**config.mk**
```make
export PLATFORM = sky130hd
export DESIGN_NAME = cmd_parser
export DESIGN_NICKNAME = d
export VERILOG_FILES = /design/src/rtl/uart_cmd_pkg.sv /design/src/rtl/cmd_parser_timeout.sv /design/src/rtl/cmd_parser.sv
export SDC_FILE = /design/constraint.sdc
export NUM_CORES = 1
export LEC_CHECK = 0
export CAP_MARGIN = 20
export CORE_MARGIN = 3
export CORE_UTILIZATION = 40
export DETAILED_ROUTE_END_ITERATION = 8
export MAX_ROUTING_LAYER = met4
export PLACE_DENSITY_LB_ADDON = 0.25
export SLEW_MARGIN = 20
export SYNTH_ARGS = -nofsm -noshare
export SYNTH_HDL_FRONTEND = slang
export SYNTH_HIERARCHICAL = 1
export SYNTH_SLANG_ARGS = --single-unit
```
**constraint.sdc**
```tcl
create_clock -name i_clk -period 3.4 [get_ports i_clk]
set_clock_uncertainty 0.15 [all_clocks]
set_input_delay 0.85 -clock i_clk [delete_from_list [all_inputs] [get_ports i_clk]]
set_output_delay 0.85 -clock i_clk [all_outputs]
set_load 0.02 [all_outputs]
```
**src/rtl/uart_cmd_pkg.sv**
```systemverilog
// uart_cmd_pkg
//   Shared constants for the UART command parser: ASCII codes of the
//   command alphabet, FSM state encodings, error codes and the bit
//   positions of the one-hot pulse vector inside cmd_parser.
//   No ports (package).
package uart_cmd_pkg;

  // ASCII control and separator characters
  localparam logic [7:0] ASCII_LF    = 8'h0A;
  localparam logic [7:0] ASCII_CR    = 8'h0D;
  localparam logic [7:0] ASCII_ESC   = 8'h1B;
  localparam logic [7:0] ASCII_SPACE = 8'h20;
  localparam logic [7:0] ASCII_0     = 8'h30;
  localparam logic [7:0] ASCII_9     = 8'h39;

  // Command letters
  localparam logic [7:0] ASCII_H     = 8'h48;
  localparam logic [7:0] ASCII_M     = 8'h4D;
  localparam logic [7:0] ASCII_S     = 8'h53;
  localparam logic [7:0] ASCII_T     = 8'h54;
  localparam logic [7:0] ASCII_c     = 8'h63;
  localparam logic [7:0] ASCII_d     = 8'h64;
  localparam logic [7:0] ASCII_m     = 8'h6D;
  localparam logic [7:0] ASCII_r     = 8'h72;
  localparam logic [7:0] ASCII_s     = 8'h73;

  // FSM state encodings
  localparam logic [1:0] ST_IDLE     = 2'd0;
  localparam logic [1:0] ST_ARG      = 2'd1;
  localparam logic [1:0] ST_WAIT_CR  = 2'd2;

  // Error codes reported on o_err_code
  localparam logic [1:0] ERR_UNKNOWN = 2'd0;
  localparam logic [1:0] ERR_DIGIT   = 2'd1;
  localparam logic [1:0] ERR_RANGE   = 2'd2;
  localparam logic [1:0] ERR_TIMEOUT = 2'd3;

  // Bit positions in the registered pulse vector
  localparam int P_RUN      = 9;
  localparam int P_STOP     = 8;
  localparam int P_CLEAR    = 7;
  localparam int P_MODE     = 6;
  localparam int P_DISP     = 5;
  localparam int P_SEC      = 4;
  localparam int P_MIN      = 3;
  localparam int P_HOUR     = 2;
  localparam int P_SET_TIME = 1;
  localparam int P_ERR      = 0;
  localparam int NUM_PULSES = 10;

  function automatic logic is_digit(input logic [7:0] b);
    return (b >= ASCII_0) && (b <= ASCII_9);
  endfunction

endpackage

```
**src/rtl/cmd_parser_timeout.sv**
```systemverilog
// cmd_timeout
//   Inter-byte idle counter for multi-byte commands.
//   i_clk, i_rst_n : clock, asynchronous active-low reset
//   i_en           : count enable (parser is inside a command)
//   i_clr          : restart the idle count (a byte was popped)
//   o_expired      : the current cycle is idle cycle number TIMEOUT_CYCLES
module cmd_timeout #(
  parameter int TIMEOUT_CYCLES = 100_000_000,
  parameter int CNT_W          = 27
) (
  input  logic i_clk,
  input  logic i_rst_n,
  input  logic i_en,
  input  logic i_clr,
  output logic o_expired
);

  // cnt_q holds the number of idle cycles already completed, so the
  // TIMEOUT_CYCLES-th idle cycle is the one that sees LAST.
  localparam logic [CNT_W-1:0] LAST = CNT_W'(TIMEOUT_CYCLES - 1);

  logic [CNT_W-1:0] cnt_d, cnt_q;

  always_comb begin
    cnt_d = cnt_q;
    if (!i_en || i_clr) begin
      cnt_d = '0;
    end else if (cnt_q != LAST) begin
      cnt_d = cnt_q + CNT_W'(1);
    end
  end

  always_ff @(posedge i_clk or negedge i_rst_n) begin
    if (!i_rst_n) begin
      cnt_q <= '0;
    end else begin
      cnt_q <= cnt_d;
    end
  end

  assign o_expired = i_en && (cnt_q == LAST);

endmodule

```
**src/rtl/cmd_parser.sv**
```systemverilog
// cmd_parser
//   Decodes ASCII commands from an FWFT RX FIFO into one-cycle pulses.
//   Single-letter commands pulse immediately; "T" + six digits HHMMSS +
//   CR/LF loads a time value. Errors pulse o_err with a code.
//   i_clk, i_rst_n          : clock, asynchronous active-low reset
//   i_rx_data, i_rx_not_empty, o_rx_pop : FIFO head byte and pop strobe
//   o_run .. o_hour_plus    : command pulses
//   o_set_time, o_set_hour/min/sec : time load pulse and held values
//   o_err, o_err_code       : error pulse and its code
module cmd_parser
  import uart_cmd_pkg::*;
#(
  parameter int TIMEOUT_CYCLES = 100_000_000,
  parameter int CNT_W          = 27
) (
  input  logic       i_clk,
  input  logic       i_rst_n,
  input  logic [7:0] i_rx_data,
  input  logic       i_rx_not_empty,
  output logic       o_rx_pop,
  output logic       o_run,
  output logic       o_stop,
  output logic       o_clear,
  output logic       o_mode,
  output logic       o_display_mode,
  output logic       o_sec_plus,
  output logic       o_min_plus,
  output logic       o_hour_plus,
  output logic       o_set_time,
  output logic [4:0] o_set_hour,
  output logic [5:0] o_set_min,
  output logic [5:0] o_set_sec,
  output logic       o_err,
  output logic [1:0] o_err_code
);

  function automatic logic [6:0] bcd2bin(input logic [3:0] tens, input logic [3:0] ones);
    return 7'(tens) * 7'd10 + 7'(ones);
  endfunction

  logic [1:0]            state_d, state_q;
  logic [2:0]            idx_d, idx_q;
  logic [5:0][3:0]       dig_d, dig_q;
  logic [NUM_PULSES-1:0] pulse_d, pulse_q;
  logic [1:0]            err_code_d, err_code_q;
  logic [4:0]            hour_d, hour_q;
  logic [5:0]            min_d, min_q;
  logic [5:0]            sec_d, sec_q;
  logic [6:0]            hour_bin, min_bin, sec_bin;
  logic                  tmo_en, tmo_expired;

  // Popping is unconditional on data presence; reset gates it so no byte
  // is lost while the parser cannot interpret it.
  assign o_rx_pop = i_rx_not_empty && i_rst_n;

  assign tmo_en = (state_q != ST_IDLE);

  cmd_timeout #(
    .TIMEOUT_CYCLES(TIMEOUT_CYCLES),
    .CNT_W         (CNT_W)
  ) u_timeout (
    .i_clk    (i_clk),
    .i_rst_n  (i_rst_n),
    .i_en     (tmo_en),
    .i_clr    (i_rx_not_empty),
    .o_expired(tmo_expired)
  );

  // Digits are stored in arrival order: HH MM SS
  assign hour_bin = bcd2bin(dig_q[0], dig_q[1]);
  assign min_bin  = bcd2bin(dig_q[2], dig_q[3]);
  assign sec_bin  = bcd2bin(dig_q[4], dig_q[5]);

  always_comb begin
    state_d    = state_q;
    idx_d      = idx_q;
    dig_d      = dig_q;
    pulse_d    = '0;
    err_code_d = err_code_q;
    hour_d     = hour_q;
    min_d      = min_q;
    sec_d      = sec_q;

    // A popped byte always takes priority over a coincident timeout.
    if (i_rx_not_empty) begin
      case (state_q)
        ST_IDLE: begin
          case (i_rx_data)
            ASCII_r: pulse_d[P_RUN]   = 1'b1;
            ASCII_s: pulse_d[P_STOP]  = 1'b1;
            ASCII_c: pulse_d[P_CLEAR] = 1'b1;
            ASCII_m: pulse_d[P_MODE]  = 1'b1;
            ASCII_d: pulse_d[P_DISP]  = 1'b1;
            ASCII_S: pulse_d[P_SEC]   = 1'b1;
            ASCII_M: pulse_d[P_MIN]   = 1'b1;
            ASCII_H: pulse_d[P_HOUR]  = 1'b1;
            ASCII_T: begin
              state_d = ST_ARG;
              idx_d   = '0;
            end
            ASCII_CR, ASCII_LF, ASCII_SPACE, ASCII_ESC: ;
            default: begin
              pulse_d[P_ERR] = 1'b1;
              err_code_d     = ERR_UNKNOWN;
            end
          endcase
        end
        ST_ARG: begin
          if (is_digit(i_rx_data)) begin
            dig_d[idx_q] = i_rx_data[3:0];
            if (idx_q == 3'd5) begin
              state_d = ST_WAIT_CR;
              idx_d   = '0;
            end else begin
              idx_d = idx_q + 3'd1;
            end
          end else if (i_rx_data == ASCII_ESC) begin
            state_d = ST_IDLE;
          end else begin
            pulse_d[P_ERR] = 1'b1;
            err_code_d     = ERR_DIGIT;
            state_d        = ST_IDLE;
          end
        end
        ST_WAIT_CR: begin
          if ((i_rx_data == ASCII_CR) || (i_rx_data == ASCII_LF)) begin
            if ((hour_bin < 7'd24) && (min_bin < 7'd60) && (sec_bin < 7'd60)) begin
              pulse_d[P_SET_TIME] = 1'b1;
              hour_d              = hour_bin[4:0];
              min_d               = min_bin[5:0];
              sec_d               = sec_bin[5:0];
            end else begin
              pulse_d[P_ERR] = 1'b1;
              err_code_d     = ERR_RANGE;
            end
            state_d = ST_IDLE;
          end else if (i_rx_data == ASCII_ESC) begin
            state_d = ST_IDLE;
          end else begin
            pulse_d[P_ERR] = 1'b1;
            err_code_d     = ERR_DIGIT;
            state_d        = ST_IDLE;
          end
        end
        default: state_d = ST_IDLE;
      endcase
    end else if (tmo_expired) begin
      pulse_d[P_ERR] = 1'b1;
      err_code_d     = ERR_TIMEOUT;
      state_d        = ST_IDLE;
    end
  end

  always_ff @(posedge i_clk or negedge i_rst_n) begin
    if (!i_rst_n) begin
      state_q    <= ST_IDLE;
      idx_q      <= '0;
      dig_q      <= '0;
      pulse_q    <= '0;
      err_code_q <= ERR_UNKNOWN;
      hour_q     <= '0;
      min_q      <= '0;
      sec_q      <= '0;
    end else begin
      state_q    <= state_d;
      idx_q      <= idx_d;
      dig_q      <= dig_d;
      pulse_q    <= pulse_d;
      err_code_q <= err_code_d;
      hour_q     <= hour_d;
      min_q      <= min_d;
      sec_q      <= sec_d;
    end
  end

  assign o_run          = pulse_q[P_RUN];
  assign o_stop         = pulse_q[P_STOP];
  assign o_clear        = pulse_q[P_CLEAR];
  assign o_mode         = pulse_q[P_MODE];
  assign o_display_mode = pulse_q[P_DISP];
  assign o_sec_plus     = pulse_q[P_SEC];
  assign o_min_plus     = pulse_q[P_MIN];
  assign o_hour_plus    = pulse_q[P_HOUR];
  assign o_set_time     = pulse_q[P_SET_TIME];
  assign o_err          = pulse_q[P_ERR];
  assign o_err_code     = err_code_q;
  assign o_set_hour     = hour_q;
  assign o_set_min      = min_q;
  assign o_set_sec      = sec_q;

endmodule
```
==> reports/qor.txt <==
STATUS
-------------------------------------------------------------------------------------------------
Run status .........................................................................    completed

CLOCK TREE
-------------------------------------------------------------------------------------------------
Clock sink total ...................................................................           85
Clk buf depth ......................................................................            2
TritonCTS clock tree ...............................................................         done
CTS HTree Levels ...................................................................            3
Cell at the root of the clock tree ................................................. sky130_fd_sc_hd__clkbuf_16
Post-CTS Hold Buffers ..............................................................            0
Clock slew at reported path FFs ....................................................      0.06 ns
Clock buffer count from CTS ........................................................            9
Clock latency on the worst-skew pair ...............................................      0.34 ns

PLACEMENT
-------------------------------------------------------------------------------------------------
Cell count after placement .........................................................          680
Routability congestion estimate from global placement ..............................        0.863
Pre-CTS setup slack ................................................................    0.0104 ns
Number of port buffers .............................................................           40
DPL Wire Length ....................................................................      8.02 mm

CELLS AND AREA
-------------------------------------------------------------------------------------------------
Layout Cells excl Fill .............................................................          700
Layout cell share with drive strength beyond 1 .....................................        18.8%
ANT cells ..........................................................................            0
Register area ......................................................................     2130 µm²
Commonest cells after routing, fill and taps aside ................................. sky130_fd_sc_hd__dfrtp_1 (85), sky130_fd_sc_hd__nor2_1 (49), sky130_fd_sc_hd__clkdlybuf4s50_1 (39)
NumNets Final ......................................................................          570
Area used by multi-input combinational logic .......................................     2740 µm²
FILL cells .........................................................................        1,091
Fin util ...........................................................................        49.7%
Commonest non-fill, non-tap cell in the layout ..................................... sky130_fd_sc_hd__dfrtp_1
Layout overhead on the synthesized area ............................................        20.7%

DIE
-------------------------------------------------------------------------------------------------
Horiz. Die Dim .....................................................................       117 µm
Die Outline Area ...................................................................   13,800 µm²
Std-Cell Rows ......................................................................           40
Die height .........................................................................       117 µm
Initial core utilization ...........................................................        41.2%
Placeable core region ..............................................................   12,100 µm²
IO Count ...........................................................................           41

SETUP PATH
-------------------------------------------------------------------------------------------------
Arrival time at the worst endpoint .................................................      3.35 ns
CP endpoint kind ...................................................................         flop
Crit path required time ............................................................      3.48 ns
Endpoint of the most critical register-to-register path ............................ o_err_code[0]
Reg-to-reg startpoint ..............................................................    dig_q[17]
Worst Setup SP .....................................................................    dig_q[17]
R2r worst-path depth ...............................................................           10
Startpoint types ...................................................................         flop
Highest net fanout along the worst path ............................................            6
Critical path type .................................................................   reg -> reg
Reg-to-reg slack, setup ............................................................      0.13 ns

LOGIC SYNTHESIS
-------------------------------------------------------------------------------------------------
Fraction of registers with async set/reset .........................................         100%
Largest cells by area after synthesis .............................................. sky130_fd_sc_hd__dfrtp_1 (43%), sky130_fd_sc_hd__ha_1 (6.5%), sky130_fd_sc_hd__mux2_2 (5.2%)
Post-synthesis cell type with the largest combined area ............................ sky130_fd_sc_hd__dfrtp_1
FF+latch count, synth ..............................................................           85
Sequential element share of the synthesized area ...................................        42.8%
Dominant combinational cell family by area after synthesis ......................... simple AND/OR/NAND/NOR gates
Parity-gate share of the synthesized area counting xor and xnor cells ..............        6.27%
Syn nets ...........................................................................          509
Area share of the leading cell type in the synthesized netlist .....................        42.8%
Area fraction in and, or, nand and nor cells after synthesis .......................        21.1%
Avg Cell Area, Syn .................................................................     10.7 µm²
Post-synth EDFFs ...................................................................            0
Cell area after synthesis ..........................................................     4970 µm²
Primary FF master, synth ........................................................... sky130_fd_sc_hd__dfrtp_1
Total number of yosys warnings .....................................................            6
Gate Count Post-Synth ..............................................................          466
Number of distinct library cell variants in the gate-level netlist after synthesis .           67
Fraction of the mapped netlist area in adder cells .................................        8.96%
Fraction of synthesized area in multiplexers .......................................        9.34%
Compound-gate portion of the synthesized area ......................................        8.38%

DETAILED ROUTING
-------------------------------------------------------------------------------------------------
Wirelength, routed .................................................................      11.2 mm
Detailed-route wire length per cell ................................................      15.9 µm
Via Count ..........................................................................        3,687
DR pass1 iterations ................................................................            4
Starting DRC count in detailed routing .............................................          184
DRC ................................................................................            0
Via density per instance ...........................................................         5.27
Remaining antenna violation count after routing ....................................            0

MIN PATH
-------------------------------------------------------------------------------------------------
Hold-critical path endpoint ........................................................ o_set_min[0]
Min-delay worst type ...............................................................   reg -> reg
Hold Path Stages ...................................................................            1
Hold path start .................................................................... o_set_min[0]

GRT
-------------------------------------------------------------------------------------------------
Initial antenna violation count ....................................................            0
Total gr overflow ..................................................................            0
Maximum number of pins on one net before global-route repair .......................           63
Vias in the first global route .....................................................        3,751
Wire length of the first global-routing pass .......................................      18.6 mm
Global-route usage over all layers .................................................        16.9%

TIMING
-------------------------------------------------------------------------------------------------
Endpoints failing setup ............................................................            0
Period utilization .................................................................        96.2%
Unrepaired setup endpoints after global routing ....................................        false
Fin worst setup slack ..............................................................     0.129 ns
Final Max Slew Viols ...............................................................            0
Tightest slew margin relative to the limit .........................................        47.2%
Final hold slack ...................................................................     0.338 ns
Count of final hold-check violations ...............................................            0
Tightest Pin Transition ............................................................     0.792 ns
Achievable clock frequency .........................................................      306 MHz
Final Critical Period ..............................................................      3.27 ns
Final TNS setup ....................................................................         0 ns

PWR
-------------------------------------------------------------------------------------------------
VDD IR-drop max ....................................................................   0.000213 V
Static Leak ........................................................................   0.00269 µW
PwrDens ............................................................................   435 nW/µm²

JOB
-------------------------------------------------------------------------------------------------
Max capacitance violation total ....................................................            0

## routing by layer
metal	up-vias	track usage [%]	wire (µm)	share of wire, %
li1	1791	-	-	-
met1	1829	23.3	5610	50
met2	57	25.1	5050	45
met3	10	3.22	328	2.9
met4	0	6.01	170	1.5
met5	-	-	0	0
## cell type report
| class | instances | area share [%] |
|---|---|---|
| clock buffers | 10 | 3.98 |
| flip-flops and latches | 85 | 35.5 |
| well taps | 168 | 3.50 |
| multi-input cells | 347 | 45.7 |
| repair buffers | 62 | 9.38 |
| inverters | 22 | 1.38 |
| clock inverters | 6 | 0.647 |
## stage by stage
stage	power, µW	cell area, µm²
floorplan	1520	4970
global placement	1680	5650
detailed placement	1690	5650
CTS	2630	5930
global route	2750	6000
finish	2610	6000
## logic make-up (layout without fill, tap and decap cells)
family                   after synthesis  after routing
buffers and inverters                 36            100
flip-flops                            85             85
AO/OA/AOI/OAI                         60             60
adder cells (fa/ha/maj)               32             32
AND/OR/NAND/NOR                      180            182
XOR/XNOR                              34             34
multiplexers                          39             39
## worst max-delay path, cell delays in order (launching register included)
cell and delay (ns):
sky130_fd_sc_hd__dfrtp_1 0.39, sky130_fd_sc_hd__ha_1 0.30, sky130_fd_sc_hd__ha_1 0.21, sky130_fd_sc_hd__fa_2 0.59, sky130_fd_sc_hd__xnor2_1 0.14, sky130_fd_sc_hd__a221oi_1 0.10, sky130_fd_sc_hd__buf_4 0.15, sky130_fd_sc_hd__o211ai_1 0.33
sky130_fd_sc_hd__and4bb_4 0.29, sky130_fd_sc_hd__or3_1 0.38, sky130_fd_sc_hd__o211a_1 0.13
## cell usage after synthesis (4+ instances only)
library cell                n
sky130_fd_sc_hd__o211ai_1   4
sky130_fd_sc_hd__clkbuf_1   7
sky130_fd_sc_hd__mux2_4     8
sky130_fd_sc_hd__a21oi_1   15
sky130_fd_sc_hd__dfrtp_1   85
sky130_fd_sc_hd__xnor2_1   10
sky130_fd_sc_hd__nor3b_1    4
sky130_fd_sc_hd__ha_1      26
sky130_fd_sc_hd__nor3_1     5
sky130_fd_sc_hd__mux2i_1    4
sky130_fd_sc_hd__nand2_1   25
sky130_fd_sc_hd__o21ai_0   17
sky130_fd_sc_hd__nand4_1   10
sky130_fd_sc_hd__buf_2      5
sky130_fd_sc_hd__nand3_1   24
sky130_fd_sc_hd__mux2_1     4
sky130_fd_sc_hd__fa_1       6
sky130_fd_sc_hd__xor2_1    23
sky130_fd_sc_hd__and3_1     5
sky130_fd_sc_hd__or3_1      6
sky130_fd_sc_hd__mux2_2    23
sky130_fd_sc_hd__nor2b_1    6
sky130_fd_sc_hd__nor2_1    50
sky130_fd_sc_hd__inv_1     21
## worst max-delay path by stage
stage	end	slack, ns	cells past startpoint
floorplan	o_set_hour[4]	0.30	10
global placement	o_err_code[1]	0.08	10
detailed placement	o_err_code[1]	0.01	10
CTS	o_err_code[1]	0.02	10
global route	o_err_code[1]	0.02	11
finish	o_err_code[0]	0.13	10
## sequential cells by signal, summed over array words and instances (netlist names)
name / flops
u_timeout/cnt_q: 27
dig_q: 24
pulse_q: 10
o_set_min: 6
o_set_sec: 6
o_set_hour: 5
idx_q: 3
o_err_code: 2
state_q: 2
## report_power, final
| part | total [µW] | internal [µW] | switching (µW) |
|---|---|---|---|
| sequential | 1140 | 1070 | 70.7 |
| clock | 914 | 512 | 403 |
| combinational | 558 | 232 | 326 |
## repair_timing
| item | CTS | global route |
|---|---|---|
| setup buffers | 0 | 2 |
| hold endpoints to repair | 0 | 0 |
| setup endpoints to repair | 0 | 14 |
| resized for setup | 0 | 6 |
No activity file was read; power rests on OpenSTA's default activity.
